`src/rtl/wb_pkg.sv`:
```
// Shared constants, the writeback payload type and the round-robin pointer helper
// for the register-file writeback arbiter.
package wb_pkg;

  localparam int REG_IDX_W  = 5;
  localparam int WB_DATA_W  = 32;

  typedef struct packed {
    logic                  fmode;
    logic [REG_IDX_W-1:0]  regidx;
    logic [WB_DATA_W-1:0]  data;
  } wb_req_t;

  // Index of the requester that follows idx in round-robin order.
  function automatic int next_ptr(input int idx, input int nreq);
    return (idx + 1 >= nreq) ? 0 : idx + 1;
  endfunction

endpackage

```
`src/rtl/wb_arbiter_if.sv`:
```
// Requester handshake plus register-file write port of the writeback arbiter.
// The arbiter takes the slave side; the execution units and register file the master side.
interface wb_arbiter_if #(
  parameter int NREQ   = 3,
  parameter int DATA_W = 32
);
  import wb_pkg::*;

  logic [NREQ-1:0]           req_valid;
  logic [NREQ-1:0]           req_ready;
  logic [NREQ-1:0]           req_fmode;
  logic [NREQ*REG_IDX_W-1:0] req_reg;
  logic [NREQ*DATA_W-1:0]    req_data;

  logic                      wenable;
  logic                      wfmode;
  logic [REG_IDX_W-1:0]      wreg;
  logic [DATA_W-1:0]         wdata;

  modport slave (
    input  req_valid, req_fmode, req_reg, req_data,
    output req_ready, wenable, wfmode, wreg, wdata
  );

  modport master (
    output req_valid, req_fmode, req_reg, req_data,
    input  req_ready, wenable, wfmode, wreg, wdata
  );
endinterface

```
`src/rtl/rr_arbiter.sv`:
```
// Combinational round-robin picker: first set bit of req at or after ptr, wrapping.
module rr_arbiter #(
  parameter int NREQ  = 3,
  parameter int PTR_W = (NREQ > 1) ? $clog2(NREQ) : 1
) (
  input  logic [NREQ-1:0]  req,
  input  logic [PTR_W-1:0] ptr,
  output logic [NREQ-1:0]  grant,
  output logic [PTR_W-1:0] grant_idx,
  output logic             grant_any
);

  // NOTE: every output gets a default before the search loop so no latch is inferred.
  always_comb begin
    grant     = '0;
    grant_idx = '0;
    grant_any = 1'b0;
    for (int k = 0; k < NREQ; k++) begin
      if (!grant_any && req[(int'(ptr) + k) % NREQ]) begin
        grant_any                       = 1'b1;
        grant[(int'(ptr) + k) % NREQ]   = 1'b1;
        grant_idx                       = PTR_W'((int'(ptr) + k) % NREQ);
      end
    end
  end

endmodule

```
`src/rtl/wb_arbiter.sv`:
```
// Round-robin arbiter sharing the register-file write port between NREQ writeback sources.
// Optional grant/conflict counters are built when WB_ARB_PERF_CNT_EN is defined.
module wb_arbiter
  import wb_pkg::*;
#(
  parameter int NREQ   = 3,
  parameter int DATA_W = 32
) (
  input  logic               clk,
  input  logic               rst,
  wb_arbiter_if.slave        bus
`ifdef WB_ARB_PERF_CNT_EN
  ,
  output logic [31:0]        grant_cnt,
  output logic [31:0]        conflict_cnt
`endif
);

  localparam int PTR_W = (NREQ > 1) ? $clog2(NREQ) : 1;

  logic [PTR_W-1:0] rr_ptr;
  logic [NREQ-1:0]  grant;
  logic [PTR_W-1:0] grant_idx;
  logic             grant_any;
  logic             accept;

  logic                 sel_fmode;
  logic [REG_IDX_W-1:0] sel_reg;
  logic [DATA_W-1:0]    sel_data;

  rr_arbiter #(.NREQ(NREQ), .PTR_W(PTR_W)) u_rr (
    .req       (bus.req_valid),
    .ptr       (rr_ptr),
    .grant     (grant),
    .grant_idx (grant_idx),
    .grant_any (grant_any)
  );

  // Ready depends only on valid and the pointer; reset blocks every acceptance.
  assign bus.req_ready = rst ? '0 : grant;
  assign accept        = grant_any && !rst;

  assign sel_fmode = bus.req_fmode[grant_idx];
  assign sel_reg   = bus.req_reg[int'(grant_idx)*REG_IDX_W +: REG_IDX_W];
  assign sel_data  = bus.req_data[int'(grant_idx)*DATA_W +: DATA_W];

  // NOTE: sequential state uses non-blocking assignments so all registers update together.
  always_ff @(posedge clk) begin
    if (rst) begin
      bus.wenable <= 1'b0;
      bus.wfmode  <= 1'b0;
      bus.wreg    <= '0;
      bus.wdata   <= '0;
      rr_ptr      <= '0;
    end else begin
      bus.wenable <= 1'b0;
      if (accept) begin
        bus.wfmode  <= sel_fmode;
        bus.wreg    <= sel_reg;
        bus.wdata   <= sel_data;
        // Integer r0 is hardwired zero: consume the write but never strobe it.
        bus.wenable <= sel_fmode || (sel_reg != '0);
        rr_ptr      <= PTR_W'(next_ptr(int'(grant_idx), NREQ));
      end
    end
  end

`ifdef WB_ARB_PERF_CNT_EN
  always_ff @(posedge clk) begin
    if (rst) begin
      grant_cnt    <= '0;
      conflict_cnt <= '0;
    end else begin
      if (accept)
        grant_cnt <= grant_cnt + 32'd1;
      if (|(bus.req_valid & ~grant))
        conflict_cnt <= conflict_cnt + 32'd1;
    end
  end
`endif

endmodule

```
`src/flat_wrapper.sv`:
```
// flat-port wrapper written by rule: the top's interface ports become plain ports
module wb_arbiter_flat import wb_pkg::*;
#(
  parameter int NREQ   = 3,
  parameter int DATA_W = 32
)
  (clk, rst, bus_req_valid, bus_req_fmode, bus_req_reg, bus_req_data, bus_req_ready, bus_wenable, bus_wfmode, bus_wreg, bus_wdata);
  wb_arbiter_if #(.NREQ(NREQ), .DATA_W(DATA_W)) bus_i ();
  input  logic clk;
  input  logic rst;
  input wire logic [$bits(bus_i.req_valid)-1:0] bus_req_valid;
  input wire logic [$bits(bus_i.req_fmode)-1:0] bus_req_fmode;
  input wire logic [$bits(bus_i.req_reg)-1:0] bus_req_reg;
  input wire logic [$bits(bus_i.req_data)-1:0] bus_req_data;
  output wire logic [$bits(bus_i.req_ready)-1:0] bus_req_ready;
  output wire logic [$bits(bus_i.wenable)-1:0] bus_wenable;
  output wire logic [$bits(bus_i.wfmode)-1:0] bus_wfmode;
  output wire logic [$bits(bus_i.wreg)-1:0] bus_wreg;
  output wire logic [$bits(bus_i.wdata)-1:0] bus_wdata;
  assign bus_i.req_valid = bus_req_valid;
  assign bus_i.req_fmode = bus_req_fmode;
  assign bus_i.req_reg = bus_req_reg;
  assign bus_i.req_data = bus_req_data;
  assign bus_req_ready = bus_i.req_ready;
  assign bus_wenable = bus_i.wenable;
  assign bus_wfmode = bus_i.wfmode;
  assign bus_wreg = bus_i.wreg;
  assign bus_wdata = bus_i.wdata;
  wb_arbiter #(.NREQ(NREQ), .DATA_W(DATA_W)) u_core (.clk(clk), .rst(rst), .bus(bus_i));
endmodule
```
`config.mk`:
```
export PLATFORM = sky130hd
export DESIGN_NAME = wb_arbiter_flat
export DESIGN_NICKNAME = d
export VERILOG_FILES = /design/src/rtl/wb_pkg.sv /design/src/rtl/wb_arbiter_if.sv /design/src/rtl/rr_arbiter.sv /design/src/rtl/wb_arbiter.sv /design/src/flat_wrapper.sv
export SDC_FILE = /design/constraint.sdc
export NUM_CORES = 1
export LEC_CHECK = 0
export BUFFER_PORTS_ARGS = -buffer_cell sky130_fd_sc_hd__buf_4
export CAP_MARGIN = 20
export CORE_ASPECT_RATIO = 0.7
export CORE_MARGIN = 2
export CORE_UTILIZATION = 47
export DETAILED_ROUTE_END_ITERATION = 10
export PLACE_DENSITY_LB_ADDON = 0.25
export REMOVE_ABC_BUFFERS = 1
export SYNTH_ARGS = -nofsm -noshare
export SYNTH_HDL_FRONTEND = slang
export SYNTH_SLANG_ARGS = --single-unit
```
`constraint.sdc`:
```
create_clock -name clk -period 5.84 [get_ports clk]
set_input_delay 0.584 -clock clk [delete_from_list [all_inputs] [get_ports clk]]
set_output_delay 0.584 -clock clk [all_outputs]
set_load 0.01 [all_outputs]
```
==> results.py <==
metrics = {
    "critical_path": {
        "worst_setup_path_start_kind": "flip-flop",
        "worst_ep_arrival_time_ps": 2550,
        "reg2reg_slack_ps": 2750,
        "crit_fanout": 9,
        "path_class": "reg -> out",
        "worstRegToRegCells": 9,
        "critPathRequiredTime_ps": 5260,
        "cp-end-kind": "primary output",
        "crit_start": "u_core.rr_ptr[0]",
        "rr_startpoint": "u_core.rr_ptr[1]",
    },
    "routing": {
        "wirelength_um": 7557,
        "final_antenna_net_count": 0,
        "vias_per_cell": 5.364,
        "first_iter_violations": 168,
        "drt-pass1-iter-count": 4,
        "drc_errors": 0,
        "vias": 2934,
        "detail_route.wl_per_cell_um": 13.82,
    },
    "clocking": {
        "htreeDepth": 2,
        "clkSinkCount": 41,
        "post_cts_resized": 0,
        "cts_tree": "yes",
        "clockRootBuffer": "clkbuf_8",
        "clockBufferDepth": 2,
        "clk_pin_slew_worst_paths_ps": 70,
        "insertion_delay_ps": 290,
        "cts_setup_buffers": 0,
        "hold_buffers": 0,
        "numCtsBuffers": 5,
    },
    "layout": {
        "synthToLayoutAreaGrowth_pct": 46.93,
        "fin_nets": 599,
        "drive_gt1_share_pct": 38.11,
        "design_area_um2": 3925,
        "antennaDiodeCount": 0,
        "filler_cell_count": 401,
        "layout_common_cells": "buf_4, nand2_1, nor2_1",
        "final_common_cell": "buf_4",
        "final_cells": 547,
        "fin_util_pct": 73.12,
    },
    "pwr": {
        "total_power_mw": 2.009,
        "seq_power_share_pct": 22.6,
        "p_per_area_nw_per_um2": 511.9,
        "clkPwrFrac_pct": 8.5,
        "p_sw_share_pct": 43.01,
        "vdd_drop_max_uv": 293.9,
        "p_leak_nw": 1.887,
        "combPwrFrac_pct": 68.9,
        "cellInternalPower_mw": 1.145,
        "net-switching-power_mw": 0.8642,
    },
    "place": {
        "gp_congestion": 0.8698,
        "dpl-instance-area_um2": 3824,
        "placed_cells": 540,
        "place_ws_ps": 2608,
        "place_hpwl_um": 5630,
        "port_buffers": 160,
    },
    "synthesis": {
        "synth_edf_count": 0,
        "syn_area_per_cell_um2": 7.950,
        "yosysSeqAreaShare_pct": 30.73,
        "syn_area_um2": 2671,
        "synthFlopType": "dfxtp_1",
        "ys_seq_elements": 41,
        "synthDistinctLibCells": 38,
        "yosys_warnings": 0,
        "synthArstFlopShare_pct": 0,
        "syn_inst": 336,
    },
    "timing": {
        "fin_skew_ps": 4.601,
        "finalCriticalPeriod_ps": 3135,
        "timing.fmax_mhz": 318.9,
        "slew_violations": 0,
        "finalCritPeriodShare_pct": 53.69,
        "rsz0062_at_grt": "no",
        "max_slew_margin_pct": 52.93,
        "setup_viol": 0,
        "finalHoldViolCount": 0,
        "final.setup.worst_slack_ps": 2705,
        "worst_pin_slew_ps": 706.0,
        "hold_ws_ps": 453.9,
        "fin_tns_setup_ps": 0,
    },
    "die": {
        "core.rowCount": 22,
        "die_w_um": 94.11,
        "die-area_um2": 6312,
        "die_y_um": 67.08,
        "boundaryPins": 161,
        "start_util_pct": 49.77,
        "coreArea_um2": 5368,
    },
    "min_path": {
        "min_path_type": "reg -> reg",
        "whs_path_depth": 2,
        "worstHoldStart": "u_core.bus.wdata[11]",
    },
    "run": {
        "maxCapViolCount": 0,
    },
    "status": {
        "status": "finished, final reports clean",
    },
    "global_route": {
        "grt_pass1_vias": 2655,
        "grt_util_all_layers_pct": 23.95,
        "grt-ovfl-total": 0,
        "antenna_found_initial": 0,
        "grt_max_degree": 50,
        "grt_pass1_wl_um": 11990,
    },
}
[synthesized netlist by cell type, types with 2 or more instances]
library cell  count  area share [%]
clkbuf_1         18             2.5
nor2b_1           6             1.4
a31oi_1           2            0.47
o2111ai_1         2            0.66
o21ai_4           2             1.2
nand3b_1          2            0.56
a211oi_1          2            0.56
a31o_2            2            0.66
a311o_1           2            0.75
a211o_1          35              11
dfxtp_1          41              31
a21oi_1          41             7.7
ha_1              4             1.9
buf_2             4            0.75
a22oi_1           2            0.56
nor2_1           47             6.6
mux2i_1          38              14
inv_1             5            0.70
nand2_1          48             6.7
o21ai_0           5            0.94
nand3_1           5            0.94
buf_6             5             2.1
buf_1             3            0.42
[final timing paths]
kind / end
setup / recovery: bus_req_ready[0]
hold / removal: u_core.bus.wdata[11]
setup reg to reg: u_core.bus.wenable
hold reg to reg: u_core.bus.wdata[11]
[cells by family after synthesis]
family	Yosys count	share of synthesized area (%)
and+or+nand+nor	114	18.31
AOI/OAI and AO/OA	102	27.07
DFF	41	30.73
muxes	40	15.50
buffers and inverters	35	6.510
adders and majority gates	4	1.874
[registers in the layout (all words and copies together), names as in the netlist]
| register | count |
|---|---|
| u_core.bus.wreg | 5 |
| u_core.bus.wfmode | 1 |
| u_core.rr_ptr | 2 |
| u_core.bus.wenable | 1 |
| u_core.bus.wdata | 32 |
[power groups by stage]
| stage | Clock [mW] | Combinational [mW] | Sequential, mW |
|---|---|---|---|
| floorplan | 0 | 0.905 | 0.501 |
| global placement | 0 | 1.33 | 0.457 |
| detailed placement | 0 | 1.36 | 0.459 |
| CTS | 0.177 | 1.36 | 0.454 |
| global route | 0.191 | 1.53 | 0.467 |
| finish | 0.171 | 1.38 | 0.454 |
[routing by layer]
metal / up-vias / wire, um / global-route usage (%)
met2: 132 / 3613 / 40.80
met5: - / 0 / 0
li1: 1467 / - / -
met4: 0 / 53 / 5.978
met3: 5 / 749 / 6.900
met1: 1330 / 3142 / 29.92
[critical path, stage by stage, from the launching register on]
cell and delay (ps):
dfxtp_1 380, inv_1 80, ha_1 450, nor2b_1 290, nand2_1 80, o21ai_0 210, nor2b_1 220, a221oi_1 110
a211oi_1 270, buf_4 170
[final cells by class]
class / instances / area (um2) / area share (%)
clock buffers: 5 / 68.82 / 1.753
clock inverters: 1 / 5.005 / 0.1275
inverters: 5 / 18.77 / 0.4782
multi-input cells: 260 / 1678 / 42.75
flip-flops and latches: 41 / 820.8 / 20.91
well taps: 72 / 90.09 / 2.295
repair buffers: 163 / 1244 / 31.69
(Power assumes the default switching activity.)
